### config.mk
export PLATFORM = sky130hd
export DESIGN_NAME = mem_access_flat
export DESIGN_NICKNAME = d
export VERILOG_FILES = /design/src/rtl/mem_access_if.sv /design/src/rtl/mem_access.sv /design/src/flat_wrapper.sv
export SDC_FILE = /design/constraint.sdc
export NUM_CORES = 1
export LEC_CHECK = 0
export CORE_MARGIN = 5
export CORE_UTILIZATION = 30
export DETAILED_ROUTE_END_ITERATION = 10
export MAX_ROUTING_LAYER = met4
export PLACE_DENSITY_LB_ADDON = 0.25
export RECOVER_POWER = 100
export SLEW_MARGIN = 0
export SYNTH_ARGS = -nofsm -noshare
export SYNTH_HDL_FRONTEND = slang
export SYNTH_SLANG_ARGS = --single-unit
### constraint.sdc
create_clock -name clk -period 4.7 [get_ports clk]
set_input_delay 0.47 -clock clk [delete_from_list [all_inputs] [get_ports clk]]
set_output_delay 0.47 -clock clk [all_outputs]
set_load 0.02 [all_outputs]
### src/rtl/mem_access_if.sv
// rtl/mem_access_if.sv - data-bus handshake between the MEM stage and memory
interface mem_access_if;
   logic        bus_req;
   logic        bus_we;
   logic [31:0] bus_addr;
   logic [3:0]  bus_sel;
   logic [31:0] bus_wdata;
   logic [31:0] bus_rdata;
   logic        bus_ack;

   modport master (
      output bus_req, bus_we, bus_addr, bus_sel, bus_wdata,
      input  bus_rdata, bus_ack
   );

   modport slave (
      input  bus_req, bus_we, bus_addr, bus_sel, bus_wdata,
      output bus_rdata, bus_ack
   );
endinterface

### src/rtl/mem_access.sv
// rtl/mem_access.sv - MEM-stage load/store unit: one bus transaction at a time,
// big-endian lane select, alignment check and ack timeout.
module mem_access #(
   parameter int TIMEOUT = 16
) (
   input  logic              clk,
   input  logic              rst,
   input  logic [4:0]        mem_dest_addr,
   input  logic              mem_wreg,
   input  logic [31:0]       mem_dest_data,
   input  logic [7:0]        mem_aluop,
   input  logic [31:0]       mem_mem_addr,
   input  logic [31:0]       mem_src2_data,
   input  logic [5:0]        stall,
   mem_access_if.master      bus,
   output logic [4:0]        wb_dest_addr,
   output logic              wb_wreg,
   output logic [31:0]       wb_dest_data,
   output logic              stallreq,
   output logic              mem_err
);

   localparam logic [7:0] LB_OP  = 8'b11100000;
   localparam logic [7:0] LH_OP  = 8'b11100001;
   localparam logic [7:0] LW_OP  = 8'b11100011;
   localparam logic [7:0] LBU_OP = 8'b11100100;
   localparam logic [7:0] LHU_OP = 8'b11100101;
   localparam logic [7:0] SB_OP  = 8'b11101000;
   localparam logic [7:0] SH_OP  = 8'b11101001;
   localparam logic [7:0] SW_OP  = 8'b11101011;

   localparam int CW = (TIMEOUT > 1) ? $clog2(TIMEOUT) : 1;

   typedef enum logic [1:0] {IDLE, BUSY, DONE} state_t;

   state_t        state, state_nx;
   logic [CW-1:0] cnt;
   logic          timed_out;
   logic [7:0]    op_q;
   logic [1:0]    ofs_q;
   logic [31:0]   rdata_q;

   logic          is_load, is_store, is_byte, is_half, is_word;
   logic          memop, aligned, cnt_last;
   logic [3:0]    sel_c;
   logic [31:0]   wdata_c;
   logic [7:0]    byte_v;
   logic [15:0]   half_v;
   logic [31:0]   load_data;

   logic unused_stall;
   assign unused_stall = ^{stall[5], stall[3:0]};

   always_comb begin
      is_load  = 1'b0;
      is_store = 1'b0;
      is_byte  = 1'b0;
      is_half  = 1'b0;
      is_word  = 1'b0;
      case (mem_aluop)
         LB_OP, LBU_OP: begin is_load  = 1'b1; is_byte = 1'b1; end
         LH_OP, LHU_OP: begin is_load  = 1'b1; is_half = 1'b1; end
         LW_OP:         begin is_load  = 1'b1; is_word = 1'b1; end
         SB_OP:         begin is_store = 1'b1; is_byte = 1'b1; end
         SH_OP:         begin is_store = 1'b1; is_half = 1'b1; end
         SW_OP:         begin is_store = 1'b1; is_word = 1'b1; end
         default:       ;
      endcase
   end

   assign memop    = is_load | is_store;
   assign aligned  = is_byte | (is_half & ~mem_mem_addr[0]) |
                     (is_word & (mem_mem_addr[1:0] == 2'b00));
   assign cnt_last = (cnt == CW'(TIMEOUT - 1));

   // Big-endian: byte offset 0 lives in bits [31:24].
   always_comb begin
      sel_c   = 4'b1111;
      wdata_c = mem_src2_data;
      if (is_byte) begin
         sel_c   = 4'b1000 >> mem_mem_addr[1:0];
         wdata_c = {4{mem_src2_data[7:0]}};
      end else if (is_half) begin
         sel_c   = mem_mem_addr[1] ? 4'b0011 : 4'b1100;
         wdata_c = {2{mem_src2_data[15:0]}};
      end
   end

   always_comb begin
      byte_v = rdata_q[31:24];
      case (ofs_q)
         2'b01:   byte_v = rdata_q[23:16];
         2'b10:   byte_v = rdata_q[15:8];
         2'b11:   byte_v = rdata_q[7:0];
         default: byte_v = rdata_q[31:24];
      endcase
      half_v = ofs_q[1] ? rdata_q[15:0] : rdata_q[31:16];
      case (op_q)
         LB_OP:   load_data = {{24{byte_v[7]}}, byte_v};
         LBU_OP:  load_data = {24'h0, byte_v};
         LH_OP:   load_data = {{16{half_v[15]}}, half_v};
         LHU_OP:  load_data = {16'h0, half_v};
         default: load_data = rdata_q;
      endcase
   end

   always_ff @(posedge clk or negedge rst) begin
      if (!rst) state <= IDLE;
      else      state <= state_nx;
   end

   always_comb begin
      state_nx     = state;
      stallreq     = 1'b0;
      wb_dest_addr = mem_dest_addr;
      wb_wreg      = 1'b0;
      wb_dest_data = mem_dest_data;
      case (state)
         IDLE: begin
            if (!memop) begin
               wb_wreg = mem_wreg;
            end else if (aligned) begin
               stallreq = 1'b1;
               state_nx = BUSY;
            end
         end
         BUSY: begin
            stallreq = 1'b1;
            if (bus.bus_ack || cnt_last) state_nx = DONE;
         end
         DONE: begin
            if (!timed_out && (op_q != SB_OP) && (op_q != SH_OP) && (op_q != SW_OP)) begin
               wb_wreg      = mem_wreg;
               wb_dest_data = load_data;
            end
            if (!stall[4]) state_nx = IDLE;
         end
         default: state_nx = IDLE;
      endcase
   end

   // Bus outputs are registered and only change on entry to / exit from BUSY.
   always_ff @(posedge clk or negedge rst) begin
      if (!rst) begin
         bus.bus_req   <= 1'b0;
         bus.bus_we    <= 1'b0;
         bus.bus_addr  <= 32'h0;
         bus.bus_sel   <= 4'b0000;
         bus.bus_wdata <= 32'h0;
         mem_err       <= 1'b0;
         cnt           <= '0;
         timed_out     <= 1'b0;
         op_q          <= 8'h0;
         ofs_q         <= 2'b00;
         rdata_q       <= 32'h0;
      end else begin
         mem_err <= 1'b0;
         case (state)
            IDLE: begin
               if (memop && aligned) begin
                  bus.bus_req   <= 1'b1;
                  bus.bus_we    <= is_store;
                  bus.bus_addr  <= {mem_mem_addr[31:2], 2'b00};
                  bus.bus_sel   <= sel_c;
                  bus.bus_wdata <= wdata_c;
                  cnt           <= '0;
                  timed_out     <= 1'b0;
                  op_q          <= mem_aluop;
                  ofs_q         <= mem_mem_addr[1:0];
               end else if (memop) begin
                  mem_err <= 1'b1;
               end
            end
            BUSY: begin
               if (bus.bus_ack) begin
                  bus.bus_req <= 1'b0;
                  bus.bus_we  <= 1'b0;
                  rdata_q     <= bus.bus_rdata;
               end else if (cnt_last) begin
                  bus.bus_req <= 1'b0;
                  bus.bus_we  <= 1'b0;
                  mem_err     <= 1'b1;
                  timed_out   <= 1'b1;
               end else begin
                  cnt <= cnt + CW'(1);
               end
            end
            default: ;
         endcase
      end
   end

endmodule

### src/flat_wrapper.sv
// flat-port wrapper written by rule: the top's interface ports become plain ports
module mem_access_flat 
#(
   parameter int TIMEOUT = 16
)
  (clk, rst, mem_dest_addr, mem_wreg, mem_dest_data, mem_aluop, mem_mem_addr, mem_src2_data, stall, wb_dest_addr, wb_wreg, wb_dest_data, stallreq, mem_err, bus_bus_req, bus_bus_we, bus_bus_addr, bus_bus_sel, bus_bus_wdata, bus_bus_rdata, bus_bus_ack);
  mem_access_if bus_i ();
  input  logic clk;
  input  logic rst;
  input  logic [4:0] mem_dest_addr;
  input  logic mem_wreg;
  input  logic [31:0] mem_dest_data;
  input  logic [7:0] mem_aluop;
  input  logic [31:0] mem_mem_addr;
  input  logic [31:0] mem_src2_data;
  input  logic [5:0] stall;
  output logic [4:0] wb_dest_addr;
  output logic wb_wreg;
  output logic [31:0] wb_dest_data;
  output logic stallreq;
  output logic mem_err;
  output wire logic [$bits(bus_i.bus_req)-1:0] bus_bus_req;
  output wire logic [$bits(bus_i.bus_we)-1:0] bus_bus_we;
  output wire logic [$bits(bus_i.bus_addr)-1:0] bus_bus_addr;
  output wire logic [$bits(bus_i.bus_sel)-1:0] bus_bus_sel;
  output wire logic [$bits(bus_i.bus_wdata)-1:0] bus_bus_wdata;
  input wire logic [$bits(bus_i.bus_rdata)-1:0] bus_bus_rdata;
  input wire logic [$bits(bus_i.bus_ack)-1:0] bus_bus_ack;
  assign bus_bus_req = bus_i.bus_req;
  assign bus_bus_we = bus_i.bus_we;
  assign bus_bus_addr = bus_i.bus_addr;
  assign bus_bus_sel = bus_i.bus_sel;
  assign bus_bus_wdata = bus_i.bus_wdata;
  assign bus_i.bus_rdata = bus_bus_rdata;
  assign bus_i.bus_ack = bus_bus_ack;
  mem_access #(.TIMEOUT(TIMEOUT)) u_core (.clk(clk), .rst(rst), .mem_dest_addr(mem_dest_addr), .mem_wreg(mem_wreg), .mem_dest_data(mem_dest_data), .mem_aluop(mem_aluop), .mem_mem_addr(mem_mem_addr), .mem_src2_data(mem_src2_data), .stall(stall), .bus(bus_i), .wb_dest_addr(wb_dest_addr), .wb_wreg(wb_wreg), .wb_dest_data(wb_dest_data), .stallreq(stallreq), .mem_err(mem_err));
endmodule
=== After elaboration in Yosys (flattened, before gate mapping) ===
Cells that the tools add are included.

* Multipliers: 0
* Multiplexer cells: 45
* Add/sub/neg operators: 1
* Bitwise logic cells: 6
* $lt $le $gt $ge: 0
* Shift-type cells: 1
* Divide/modulo/power cells: 0
* Reduce and logical (&&, ||, !) cells: 20
* Eq/ne operators: 30

{| class="wikitable"
|+ Operators by type and width
! operator !! number
|-
| 32-bit two-way mux || 4
|-
| 32-bit one-hot mux with 4 select lines || 1
|-
| 8-bit == test, second input constant || 12
|-
| 4-bit two-way mux || 6
|-
| 8-bit inequality test, second input constant || 3
|-
| 8-bit one-hot mux with 3 select lines || 1
|-
| 1-bit two-way mux || 20
|-
| 16-bit two-way mux || 1
|-
| 1-bit one-hot mux with 2 select lines || 6
|-
| 4-bit AND reduction || 3
|-
| 2-bit by 1-bit inequality test with 1-bit output, second input constant || 5
|-
| 3-bit OR reduction || 3
|-
| 2-bit two-way mux || 4
|-
| 4-bit one-hot mux with 2 select lines || 1
|-
| 2-bit == test, second input constant || 3
|-
| 2-bit inequality test, second input constant || 3
|-
| 2-bit one-hot mux with 3 select lines || 1
|-
| 5-bit OR reduction || 1
|-
| 4-bit by 1-bit adder with 4-bit output, second input constant || 1
|-
| 2-bit by 1-bit == test with 1-bit output, second input constant || 2
|-
| 4-bit == test, second input constant || 1
|-
| 1-bit logical AND || 4
|-
| 2-bit logical NOT || 2
|-
| 2-bit AND reduction || 2
|-
| 10 further kinds || 13
|}

* Latch bits: 0
* Register bits: 118
* Memory bits (read-only): 0
* Memories: 0
* Logic and storage cells: 115
* Bits in writable memories: 0

=== Depth between registers and ports, before layout ===
Gate-level depths: netlist of run 1.

* Depth after elaboration: 9
* Depth in mapped cells: 8
* Depth with buffers taken out: 5

=== Least setup slack after synthesis of run 1 ===
OpenSTA, ideal clock, no wires.

* Path type: reg-to-output
* Start: register u_core.op_q[4]
* End: output port wb_dest_data[10]
* Setup slack: 2359 ps
* Stages on the path, launching flop included: 6
* Data arrival time: 1871 ps
* Data required time: 4230 ps
* Cell sequence: dfrtp_1 nand4b_4 o41ai_2 clkbuf_1 nor3_1 a211oi_1

* Word-level cells in the longest chain between the ends: 6

{| class="wikitable"
|+ RTL lines
! element !! RTL line !! text
|-
| start, declared || mem_access.sv:39 || <nowiki>logic [7:0] op_q;</nowiki>
|-
| start signal, assigned || mem_access.sv:168 || <nowiki>op_q <= mem_aluop;</nowiki>
|-
| parallel branches: the longest is 4 deep, another holds 32-bit one-hot mux with 4 select lines || -- ||
|-
| 32-bit two-way mux * || mem_access.sv:132 || <nowiki>if (!timed_out && (op_q != SB_OP) && (op_q != SH_OP) && (op_q != SW_OP)) begin</nowiki>
|-
| 32-bit two-way mux * || mem_access.sv:118 || <nowiki>case (state)</nowiki>
|-
| end, declared || flat_wrapper.sv:19 || <nowiki>output logic [31:0] wb_dest_data;</nowiki>
|}

Every way passes the cells marked *.

=== Final worst setup path of run 1 ===
* Start: input port mem_aluop[0]
* End: register u_core.bus.bus_wdata[17]

* Word-level cells in the longest chain between the ends: 8

{| class="wikitable"
|+ RTL lines
! element !! RTL line !! text
|-
| start, declared || flat_wrapper.sv:13 || <nowiki>input logic [7:0] mem_aluop;</nowiki>
|-
| 8-bit == test || mem_access.sv:60 || <nowiki>case (mem_aluop)</nowiki>
|-
| 3-bit OR reduction (no line) || -- ||
|-
| 1-bit two-way mux || mem_access.sv:60 ||
|-
| 1-bit bitwise AND || mem_access.sv:72 || <nowiki>assign aligned = is_byte | (is_half & ~mem_mem_addr[0]) |</nowiki>
|-
| 1-bit OR (2 in series) || mem_access.sv:72 ||
|-
| 1-bit logical AND || mem_access.sv:160 || <nowiki>if (memop && aligned) begin</nowiki>
|-
| 2-bit AND reduction (no line) || -- ||
|-
| end signal, assigned || mem_access.sv:165 || <nowiki>bus.bus_wdata <= wdata_c;</nowiki>
|-
| end, declared || mem_access_if.sv:12 || <nowiki>output bus_req, bus_we, bus_addr, bus_sel, bus_wdata,</nowiki>
|}

Parallel ways exist; a longest one is shown, timed or not.
A chain may end at the register's enable or synchronous reset.

==> results.tsv, run 1 <==
stage	metric	value	unit
outcome	status	complete, but fails checks	
outcome	violations	capacitance limit, slew limit	
floorplan	design.die.area	23500	um2
grt	top_usage_layer	met2	
clock_tree	cts_root_buffer	clkbuf_16	
synthesis	synth.distinct_cells	52	
synthesis	syn_avg_cell_area	9.30	um2
routing	detail_route.iter0.violations	236	
worst_setup_path	max_stage_delay	1.22	ns
min_path	whs_path_depth	2	
synthesis	synth-edff-count	0	
synthesis	synthTopCellsByArea	dfrtp_1, nand2_1, mux2_2, a21oi_1, mux2i_1	
synthesis	synthArstFlopShare	1.00	
synthesis	synth-seq-area-share	0.480	
power_and_ir_drop	ir_drop	0.000248	V
final_layout	syn2layout_area_growth	50.6	%
grt	grtUsageTotal	0.170	
grt	use_met2	0.253	
grt	grt_pass1_vias	5475	
synthesis	synth-compound-area-share	0.154	
routing	ant_nets	0	
placement	dpl.hpwl	14100	um
worst_setup_path	critical_path.max_fanout	83	
grt	grt_max_degree	84	
grt	grt_antenna_before_repair	1	
grt	grt_pass1_wl	30800	um
job	maxCapViolations	3	
routing	vias_per_cell	4.74	
clock_tree	cts_inserted_buffers	17	
routing	post_drt_wl_per_cell	16.9	um
synthesis	synth_simple_gate_area_share	0.191	
placement	gp_congestion	0.839	
timing	slew_headroom	-1.32	
worst_setup_path	worstPathArrival	4.31	ns
floorplan	core-area	20200	um2
grt	use_met1	0.222	
routing	drt-total-wl	19700	um
worst_setup_path	path_cells	dlygate4sd3_1 > clkbuf_1 > a211o_1 > a2111o_1 > clkbuf_2 > o21ai_0	
final_layout	final_area	9260	um2
placement	port_buffers	243	
timing	grt_setup_unrepaired	false	
clock_tree	post-cts-setup-buffers	0	
synthesis	synth_top_family_by_area	simple AND/OR/NAND/NOR gates	
timing	tightestPinTransition	3.48	ns
timing	hold_viol	0	
worst_setup_path	critPathLaunchType	primary input	
worst_setup_path	crit_required	4.92	ns
synthesis	netlist.area_leader.share	0.480	
final_layout	nFillCells	2001	
synthesis	yosys.area_share.xor_xnor	0	
synthesis	synth_adder_area_share	0.00204	
power_and_ir_drop	leakage	4.29	nW
clock_tree	cts_tree	built	
floorplan	dieWidth	153	um
floorplan	ioPinCount	261	
routing	vias	5538	
clock_tree	cts_hold_buffers	0	
timing	tns	0	ns
synthesis	synth-seq-cells	118	
worst_setup_path	ff2ff_path_depth	4	
placement	dpl_cell_area	8720	um2
synthesis	synth_top_area_cell	dfrtp_1	
synthesis	postSynthCellCount	661	
clock_tree	cts_sinks	118	
floorplan	start_util	0.304	
worst_setup_path	worst_path_max_delay_cell	clkbuf_2	
power_and_ir_drop	pwr_density_cell	420	nW/um2
routing	first_pass_iters	4	
floorplan	placementRows	52	
worst_setup_path	end_kind	flip-flop	
final_layout	nets	1037	
timing	fin_crit	4.08	ns
timing	finalClockSkew	0.00909	ns
final_layout	layout.cells.non_filler	1169	
timing	timing.final.crit_share	0.869	
grt	grtUsageMet3	0.0605	
timing	drv_slew	179	
final_layout	drive_gt1_frac	0.0991	
placement	place_inst	1136	
timing	setup_viol	0	
synthesis	synthMuxAreaShare	0.119	
min_path	min_path_type	reg -> reg	
clock_tree	clk_latency	0.41	ns
clock_tree	clockBufferDepth	2	
clock_tree	htreeDepth	4	
timing	clock.fmax	0.245	GHz
worst_setup_path	crit_type	in -> reg	
synthesis	syn_area	6150	um2
clock_tree	cts_resized	0	
synthesis	synth_top_flop_cell	dfrtp_1	
floorplan	fp.dieH	153	um
routing	drc	0	
clock_tree	clk_pin_slew	0.06	ns
synthesis	yosysWarningCount	0	
grt	grt_overflow_total	0	
==> worst max-delay path: cells and delay by family <==
kind | cells | cell delay, ns
compound gates | 3 | 1.21
buf+inv | 3 | 2.58
==> where the power goes <==
part | internal, mW | switching [mW]
Sequential | 1.26 | 0.217
Clock | 0.792 | 0.516
Combinational | 0.549 | 0.552
Total | 2.60 | 1.29
==> sequential cells by signal, summed over array words and instances (netlist names) <==
name and flops:
u_core.timed_out 1, u_core.bus.bus_wdata 32, u_core.state 2, u_core.mem_err 1
u_core.ofs_q 2, u_core.bus.bus_req 1, u_core.bus.bus_addr 30, u_core.rdata_q 32
u_core.bus.bus_we 1, u_core.cnt 4, u_core.bus.bus_sel 4, u_core.op_q 8
==> final timing paths <==
kind | endpoint | slack, ns | from
max | u_core.bus.bus_wdata[17] | 0.62 | mem_aluop[0]
min | u_core.bus.bus_addr[21] | 0.46 | u_core.bus.bus_addr[21]
max reg2reg | u_core.bus.bus_wdata[17] | 1.55 | u_core.state[1]
min reg2reg | u_core.bus.bus_addr[21] | 0.46 | u_core.bus.bus_addr[21]
max in group asynchronous | u_core.rdata_q[8] | 1.26 | rst
min in group asynchronous | u_core.rdata_q[16] | 1.24 | rst
==> cells in the final DEF, fill, tap and decap left out, types with 17 or more instances in the layout <==
cell type,n
nand2_1,178
clkdlybuf4s50_1,138
dfrtp_1,118
dlygate4sd3_1,104
a21oi_1,54
o21ai_0,49
mux2_2,42
nor2_1,32
mux2i_1,26
clkbuf_16,17
==> cell families after synthesis <==
family,after synthesis
simple gates,267
compound gates,152
flops,118
mux,68
buf+inv,54
fa+ha+maj,1
other cells,1
==> layout make-up <==
type                    count  area, um2  share of cell area
clock inverters            15        166              0.0180
clock buffers              17        425              0.0459
inverters                   3       11.3             0.00122
well taps                 270        338              0.0365
flip-flops and latches    118       2950               0.319
multi-input cells         490       2870               0.310
diodes                      1       2.50            0.000270
repair buffers            255       2490               0.269
==> synthesized netlist by cell type, drive strengths merged (3+ instances only) <==
cell type and number:
buf 35, inv 3, mux2i 26, and3 4
nor2b 3, a211oi 7, nand3 4, mux2 42
nand3b 8, dfrtp 118, nor3 17, nor3b 3
clkbuf 16, or3 3, nor2 32, o21ai 50
nand2 178, a211o 11, and2 3, a21o 4
a21oi 54, o21a 8, nand2b 6
==> metrics by stage <==
stage	util	worst slack (ns)	power, mW	hold WS (ns)
finish	0.458	0.617	3.89	0.457
CTS	0.460	0.638	4.02	0.175
global placement	0.431	1.12	2.67	0.449
global route	0.458	0.274	4.11	0.482
floorplan	-	2.36	2.06	0.174
detailed placement	0.431	1.12	2.68	0.455
==> layer usage <==
layer  vias to the layer above  part of all wire
met1                      2584              0.45
li1                       2737                 -
met3                        14             0.083
met5                         -                 0
met4                         0             0.010
met2                       203              0.45
Note: power is estimated with default switching activity, not from simulation.
==> run 2, diff against run 1 <==
--- a/config.mk
+++ b/config.mk
@@ -5,12 +5,14 @@
 export SDC_FILE = /design/constraint.sdc
 export NUM_CORES = 1
 export LEC_CHECK = 0
+export ABC_CLOCK_PERIOD_IN_PS = 4700
 export CORE_MARGIN = 5
 export CORE_UTILIZATION = 30
 export DETAILED_ROUTE_END_ITERATION = 10
 export MAX_ROUTING_LAYER = met4
 export PLACE_DENSITY_LB_ADDON = 0.25
 export RECOVER_POWER = 100
+export SKIP_CTS_REPAIR_TIMING = 1
 export SLEW_MARGIN = 0
 export SYNTH_ARGS = -nofsm -noshare
 export SYNTH_HDL_FRONTEND = slang
==> results of run 2 <==
The final DEF is identical to that of run 1; final timing and power are the same.
